--- config.mk ---
export PLATFORM = sky130hd
export DESIGN_NAME = lc3b_fetch_ctrl
export DESIGN_NICKNAME = d
export VERILOG_FILES = /design/src/rtl/lc3b_fetch_ctrl.sv
export SDC_FILE = /design/constraint.sdc
export NUM_CORES = 1
export LEC_CHECK = 0
export BUFFER_PORTS_ARGS = -buffer_cell sky130_fd_sc_hd__buf_2
export CELL_PAD_IN_SITES_DETAIL_PLACEMENT = 0
export CELL_PAD_IN_SITES_GLOBAL_PLACEMENT = 1
export CORE_MARGIN = 1
export CORE_UTILIZATION = 34
export CTS_CLUSTER_SIZE = 12
export DETAILED_ROUTE_END_ITERATION = 16
export PLACE_DENSITY_LB_ADDON = 0.1
export SKIP_CTS_REPAIR_TIMING = 1
export SLEW_MARGIN = 20
export SYNTH_ARGS = -nofsm -noshare
export SYNTH_HDL_FRONTEND = slang
export SYNTH_SLANG_ARGS = --single-unit
--- constraint.sdc ---
create_clock -name clk -period 1.4 [get_ports clk]
set_input_delay 0.42 -clock clk [delete_from_list [all_inputs] [get_ports clk]]
set_output_delay 0.42 -clock clk [all_outputs]
set_load 0.02 [all_outputs]
--- src/rtl/lc3b_fetch_ctrl.sv ---
// LC-3b instruction-fetch sequencer.
// Steps MAR<-PC, MDR<-mem, IR<-MDR with PC<-PC+2, then holds the instruction
// for the execute controller until exec_done. Supports halt/resume, a
// memory-response timeout that parks the block in ERROR, and a retired-fetch
// counter.
module lc3b_fetch_ctrl #(
    parameter int MEM_TIMEOUT = 16,  // FETCH2 cycles allowed without mem_resp (>= 2)
    parameter int CNT_W       = 16   // fetch_count width
) (
    input  logic             clk,
    input  logic             reset_n,
    input  logic             mem_resp,
    input  logic             exec_done,
    input  logic             halt_req,
    input  logic             resume,
    output logic             load_mar,
    output logic             marmux_sel,
    output logic             mem_read,
    output logic             load_mdr,
    output logic             load_ir,
    output logic             load_pc,
    output logic [1:0]       pcmux_sel,
    output logic             instr_valid,
    output logic             halted,
    output logic             mem_error,
    output logic [CNT_W-1:0] fetch_count
);

    localparam int             TW      = $clog2(MEM_TIMEOUT);
    localparam logic [TW-1:0]  TO_LAST = TW'(MEM_TIMEOUT - 1);

    typedef enum logic [2:0] {
        S_FETCH1 = 3'd0,
        S_FETCH2 = 3'd1,
        S_FETCH3 = 3'd2,
        S_ISSUE  = 3'd3,
        S_HALTED = 3'd4,
        S_ERROR  = 3'd5
    } state_e;

    state_e            state_q, state_d;
    logic [TW-1:0]     wait_q,  wait_d;
    logic [CNT_W-1:0]  cnt_q,   cnt_d;

    // State, wait counter and retired-fetch counter registers.
    always_ff @(posedge clk or negedge reset_n) begin
        if (!reset_n) begin
            state_q <= S_FETCH1;
            wait_q  <= '0;
            cnt_q   <= '0;
        end else begin
            state_q <= state_d;
            wait_q  <= wait_d;
            cnt_q   <= cnt_d;
        end
    end

    // Next-state logic. The wait counter is zero outside FETCH2, so every
    // entry into FETCH2 starts counting from 0; mem_resp beats the timeout.
    always_comb begin
        state_d = state_q;
        wait_d  = '0;
        cnt_d   = cnt_q;
        case (state_q)
            S_FETCH1: state_d = S_FETCH2;
            S_FETCH2: begin
                if (mem_resp)
                    state_d = S_FETCH3;
                else if (wait_q == TO_LAST)
                    state_d = S_ERROR;
                else
                    wait_d = wait_q + 1'b1;
            end
            S_FETCH3: begin
                cnt_d   = cnt_q + 1'b1;
                state_d = S_ISSUE;
            end
            S_ISSUE: begin
                if (exec_done)
                    state_d = halt_req ? S_HALTED : S_FETCH1;
            end
            S_HALTED: begin
                if (resume)
                    state_d = S_FETCH1;
            end
            S_ERROR:  state_d = S_ERROR;
            default:  state_d = S_FETCH1;
        endcase
    end

    // Output decode: pure state decode except load_mdr, which also needs mem_resp.
    always_comb begin
        load_mar    = (state_q == S_FETCH1);
        marmux_sel  = 1'b0;
        mem_read    = (state_q == S_FETCH2);
        load_mdr    = (state_q == S_FETCH2) && mem_resp;
        load_ir     = (state_q == S_FETCH3);
        load_pc     = (state_q == S_FETCH3);
        pcmux_sel   = 2'b00;
        instr_valid = (state_q == S_ISSUE);
        halted      = (state_q == S_HALTED);
        mem_error   = (state_q == S_ERROR);
        fetch_count = cnt_q;
    end

endmodule

# --- Yosys cells after proc, flatten, opt, wreduce, memory -nomap -nowiden ---
# Index checks and enable logic that the tools add are counted.
word_totals:
  reg_bits: 23
  output_inout_bits: 27
  in_bits: 6
  word_cells: 26
op_classes:
  n_addsub: 2
  muxes: 9
  n_eq_ne: 9
  reduce_logical: 3
op_table:
  columns: ["operator", "n"]
  rows:
  - ["case mux 3 bit (6 select lines)", 1]
  - ["adder 16 x 1 -> 16 bit (second input constant)", 1]
  - ["two-way mux 3 bit", 5]
  - ["two-way mux 4 bit", 3]
  - ["equality test 3 x 2 -> 1 bit (second input constant)", 2]
  - ["equality test 3 bit (second input constant)", 2]
  - ["adder 4 x 1 -> 4 bit (second input constant)", 1]
  - ["equality test 4 bit (second input constant)", 1]
  - ["inequality test 2 bit (second input constant)", 2]
  - ["equality test 3 x 1 -> 1 bit (second input constant)", 1]
  - ["logical NOT 3 bit", 1]
  - ["inequality test 3 x 2 -> 1 bit (second input constant)", 1]
  - ["AND reduction 3 bit", 1]
  - ["logical AND 1 bit", 1]

# --- Longest topological paths before layout ---
depth:
  ltp_word: 4
  depth_mapped: 5
  ltp_nobuf: 4

# --- Least setup slack after synthesis ---
# OpenSTA, ideal clock, no wires.
synth_timing:
  path_type: "reg-to-output"
  from: "register state_q[2]"
  to: "output load_mdr"
  slack_ns: -0.342
  required_ns: 0.980
  arrival_ns: 1.322
  path_stages_with_launch: 3
  path_buffers: 0
  cell_sequence: "dfrtp_1 -> nor3b_1 -> and2_1"
synth_via:
  elab_chain_cells: 2
synth_rtl:
  columns: ["element", "line_no", "source"]
  rows:
  - ["from (decl)", "41", "state_e state_q, state_d;"]
  - ["from (signal assigned)", "52", "state_q <= state_d;"]
  - ["equality test 3 x 1 -> 1 bit", null, null]
  - ["net mem_read", "18", "output logic mem_read,"]
  - ["logical AND 1 bit", "96", "load_mdr = (state_q == S_FETCH2) && mem_resp;"]
  - ["to (decl)", "19", "output logic load_mdr,"]
# The timed path passes the listed nets, and every way through them passes these cells.

# --- Worst setup path in the final report ---
layout_timing:
  from: "register state_q[0]"
  to: "output mem_error"
layout_via:
  elab_chain_cells: 1
layout_rtl:
  columns: ["element", "line_no", "source"]
  rows:
  - ["equality test 3 bit", "102", "mem_error = (state_q == S_ERROR);"]
  - ["to (decl)", "25", "output logic mem_error,"]
# Every way passes these cells.

==> results.md <==
- Initial Utilization: 36.4%
- Core area: 0.00310 mm^2
- Failing checks: negative setup slack
- Max FO, Critical Path: 5
- Worst-Skew Late Latency: 310 ps
- Worst-Margin Slew: 506 ps
- Initial DRC Count: 12
- IO Pins: 33
- DIE HEIGHT: 59.6 um
- Avg Cell Area, Syn: 10.7 um^2
- Synthesized area: 0.00113 mm^2
- Total negative slack: -2610 ps
- Vias: 945
- Post-DP Area: 0.00143 mm^2
- Status: complete, but fails checks
- Post-synthesis cell count: 105
- Diode count: 0
- RSZ-0062 raised after global routing: yes
- Worst-path clk slew: 130 ps
- WP data required: 980 ps
- Clock Tree Buf Depth: 2
- Initial antenna violation count: 0
- Pwr per Cell Area: 1670 mW/mm^2
- Die area: between 0.003 and 0.004 mm^2
- CTS tree: built
- Slew headroom: around two thirds
- Final setup fails: 15
- Fin area: 0.00177 mm^2
- 1st-pass router iterations: 2
- H-tree levels: 1
- FF-to-FF path depth: 4
- CTS Buf Count: 3
- Register area share after synthesis: 51.0%
- Worst Path Arrival: 1320 ps
- Peak VDD IR: 0.00103 V
- Maximum clock frequency: between 500 and 600 MHz
- CP startpoint kind: flop
- Antenna Nets Post-Route: 0
- Pleak: 0.943 nW
- Total power draw: 0.00295 W
- DP Wirelength: roughly 1700 um
- Vias per inst: 4.50
- Crit path kind: flop to output port
- Final Cycle Share: 124%
- DRC viols: 0
- Slew Limit Fails: 0
- Critical path capture point type: output port
- Final Hold Violating Endpoints: 0
- Synth area leader: dfrtp_1
- Total global routing overflow: 0
- Port bufs: 29
- Synth top area share: 51.0%
- GP Congestion: a little over 0.7
- WL final: ~2500 um
- Ratio of cells with drive above 1 in the final layout: about 55%
- Synth top area cells: dfrtp_1, xnor2_1, xor2_1, and3_1, and4_1
- Root Driver: clkbuf_4
- Max_cap viols: 0
- Synth Register Bits: 23
- Core Rows: 20
- Total track usage: between 10% and 20%
- Worst Clk Skew: 8.41 ps
- First-pass GRT wire length: 3810 um
- YS warnings: 0
- Mean routed wirelength per cell: approximately 12 um
- Horiz. Die Dim: 59.6 um
- Area growth syn-to-layout: 56.8%
- Distinct cell type count after synthesis: 29
- Clock sinks: 23
- Vias in the first global route: 837
- Crit path time final: 1740 ps
- Worst slack, placed: -106 ps
- Fill count: about 280
- Net count, final: 175
- Pin count of the biggest net entering global routing: 24
- Setup WS post-layout: -339 ps
- Worst min-delay path class: input pin to async pin
[synth_stat cells]
cell type,instances
dfrtp_1,23
xnor2_1,10
xor2_1,7
and3_1,6
nand3_1,6
nor2_1,6
and2_1,5
nand2_1,5
and4_1,4
buf_4,4
inv_1,3
a21oi_1,2
a22oi_1,2
buf_2,2
clkbuf_1,2
ha_1,2
nand4_1,2
nor2b_1,2
nor3b_1,2
a21boi_0,1
and3b_1,1
and4bb_1,1
conb_1,1
mux2_2,1
mux2i_1,1
nand2b_1,1
nor3_1,1
o22ai_1,1
o2bb2ai_1,1
[power breakdown]
part / leakage [nW] / switching, W / internal, W / total, W
sequential: 0.302 / 0.000146 / 0.000804 / 0.000949
clock: 0.0177 / 0.000197 / 0.000107 / 0.000304
combinational: 0.623 / 0.000748 / 0.000947 / 0.00170
total: 0.943 / 0.00109 / 0.00186 / 0.00295
[logic make-up after synthesis]
logic type / share of synthesized area [%]
other: 0.332
multiplexers: 1.88
buffers and inverters: 5.21
AO/OA/AOI/OAI: 4.21
XOR/XNOR: 13.2
flip-flops: 51.0
adder cells (fa/ha/maj): 2.22
AND/OR/NAND/NOR: 22.0
[layer usage]
layer	GRT usage (%)	share of wire, %	up-vias
li1	-	-	472
met1	19.0	46	452
met2	23.0	50	19
met3	2.84	3.2	2
met4	7.64	0.68	0
met5	0	0	-
[placed cells by master (no fill, tap or decap), types with 2 or more instances in the layout]
cell type | synthesis | layout
a21oi_1 | 2 | 2
a22oi_1 | 2 | 2
and2_1 | 5 | 4
and3_1 | 6 | 4
and3_4 | 0 | 2
and4_1 | 4 | 2
and4_4 | 0 | 2
buf_2 | 2 | 17
buf_4 | 4 | 25
buf_6 | 0 | 21
clkbuf_4 | 0 | 3
conb_1 | 1 | 3
dfrtp_1 | 23 | 18
dfrtp_2 | 0 | 5
ha_1 | 2 | 2
inv_1 | 3 | 2
nand2_1 | 5 | 3
nand3_1 | 6 | 3
nand3_2 | 0 | 3
nand4_1 | 2 | 2
nor2_1 | 6 | 6
nor2b_2 | 0 | 2
nor3b_4 | 0 | 2
xnor2_1 | 10 | 10
xor2_1 | 7 | 6
[worst max-delay path, cell delays in order, from the launching register on]
cell and delay [ps]:
dfrtp_1 450, buf_6 150, nor2b_2 150, and2_4 150, buf_6 120
[worst paths after layout]
path | slack [ps] | end | startpoint
max in group asynchronous | 970 | state_q[1] | reset_n
min in group clk | 350 | state_q[2] | resume
worst min register to register | 480 | fetch_count[15] | fetch_count[15]
worst min-delay path | 60 | fetch_count[5] | reset_n
worst max-delay path | -340 | mem_error | state_q[0]
worst max register to register | -80 | fetch_count[7] | state_q[2]
[cell type report]
type / count / area, um^2 / share of cell area, %
inverters: 3 / 11.3 / 0.636
clock buffers: 3 / 22.5 / 1.27
well taps: 44 / 55.1 / 3.11
flip-flops and latches: 23 / 582 / 32.9
repair buffers: 63 / 509 / 28.8
multi-input cells: 73 / 584 / 33.0
clock inverters: 1 / 5.00 / 0.283
[stage by stage]
| step | hold WS, ps | util (%) | instances |
|---|---|---|---|
| after global placement | 423 | 46.2 | 189 |
| after detailed placement | 425 | 46.2 | 189 |
| after floorplan | 124 | - | 107 |
| final | 58.4 | 57.0 | 210 |
| after CTS | 73.6 | 47.1 | 193 |
| after global routing | 81.8 | 57.0 | 210 |
[registers in the layout (all words and copies together) (netlist names)]
register and count:
fetch_count 16, wait_q 4, state_q 3
Power figures use the tool's default switching activity.
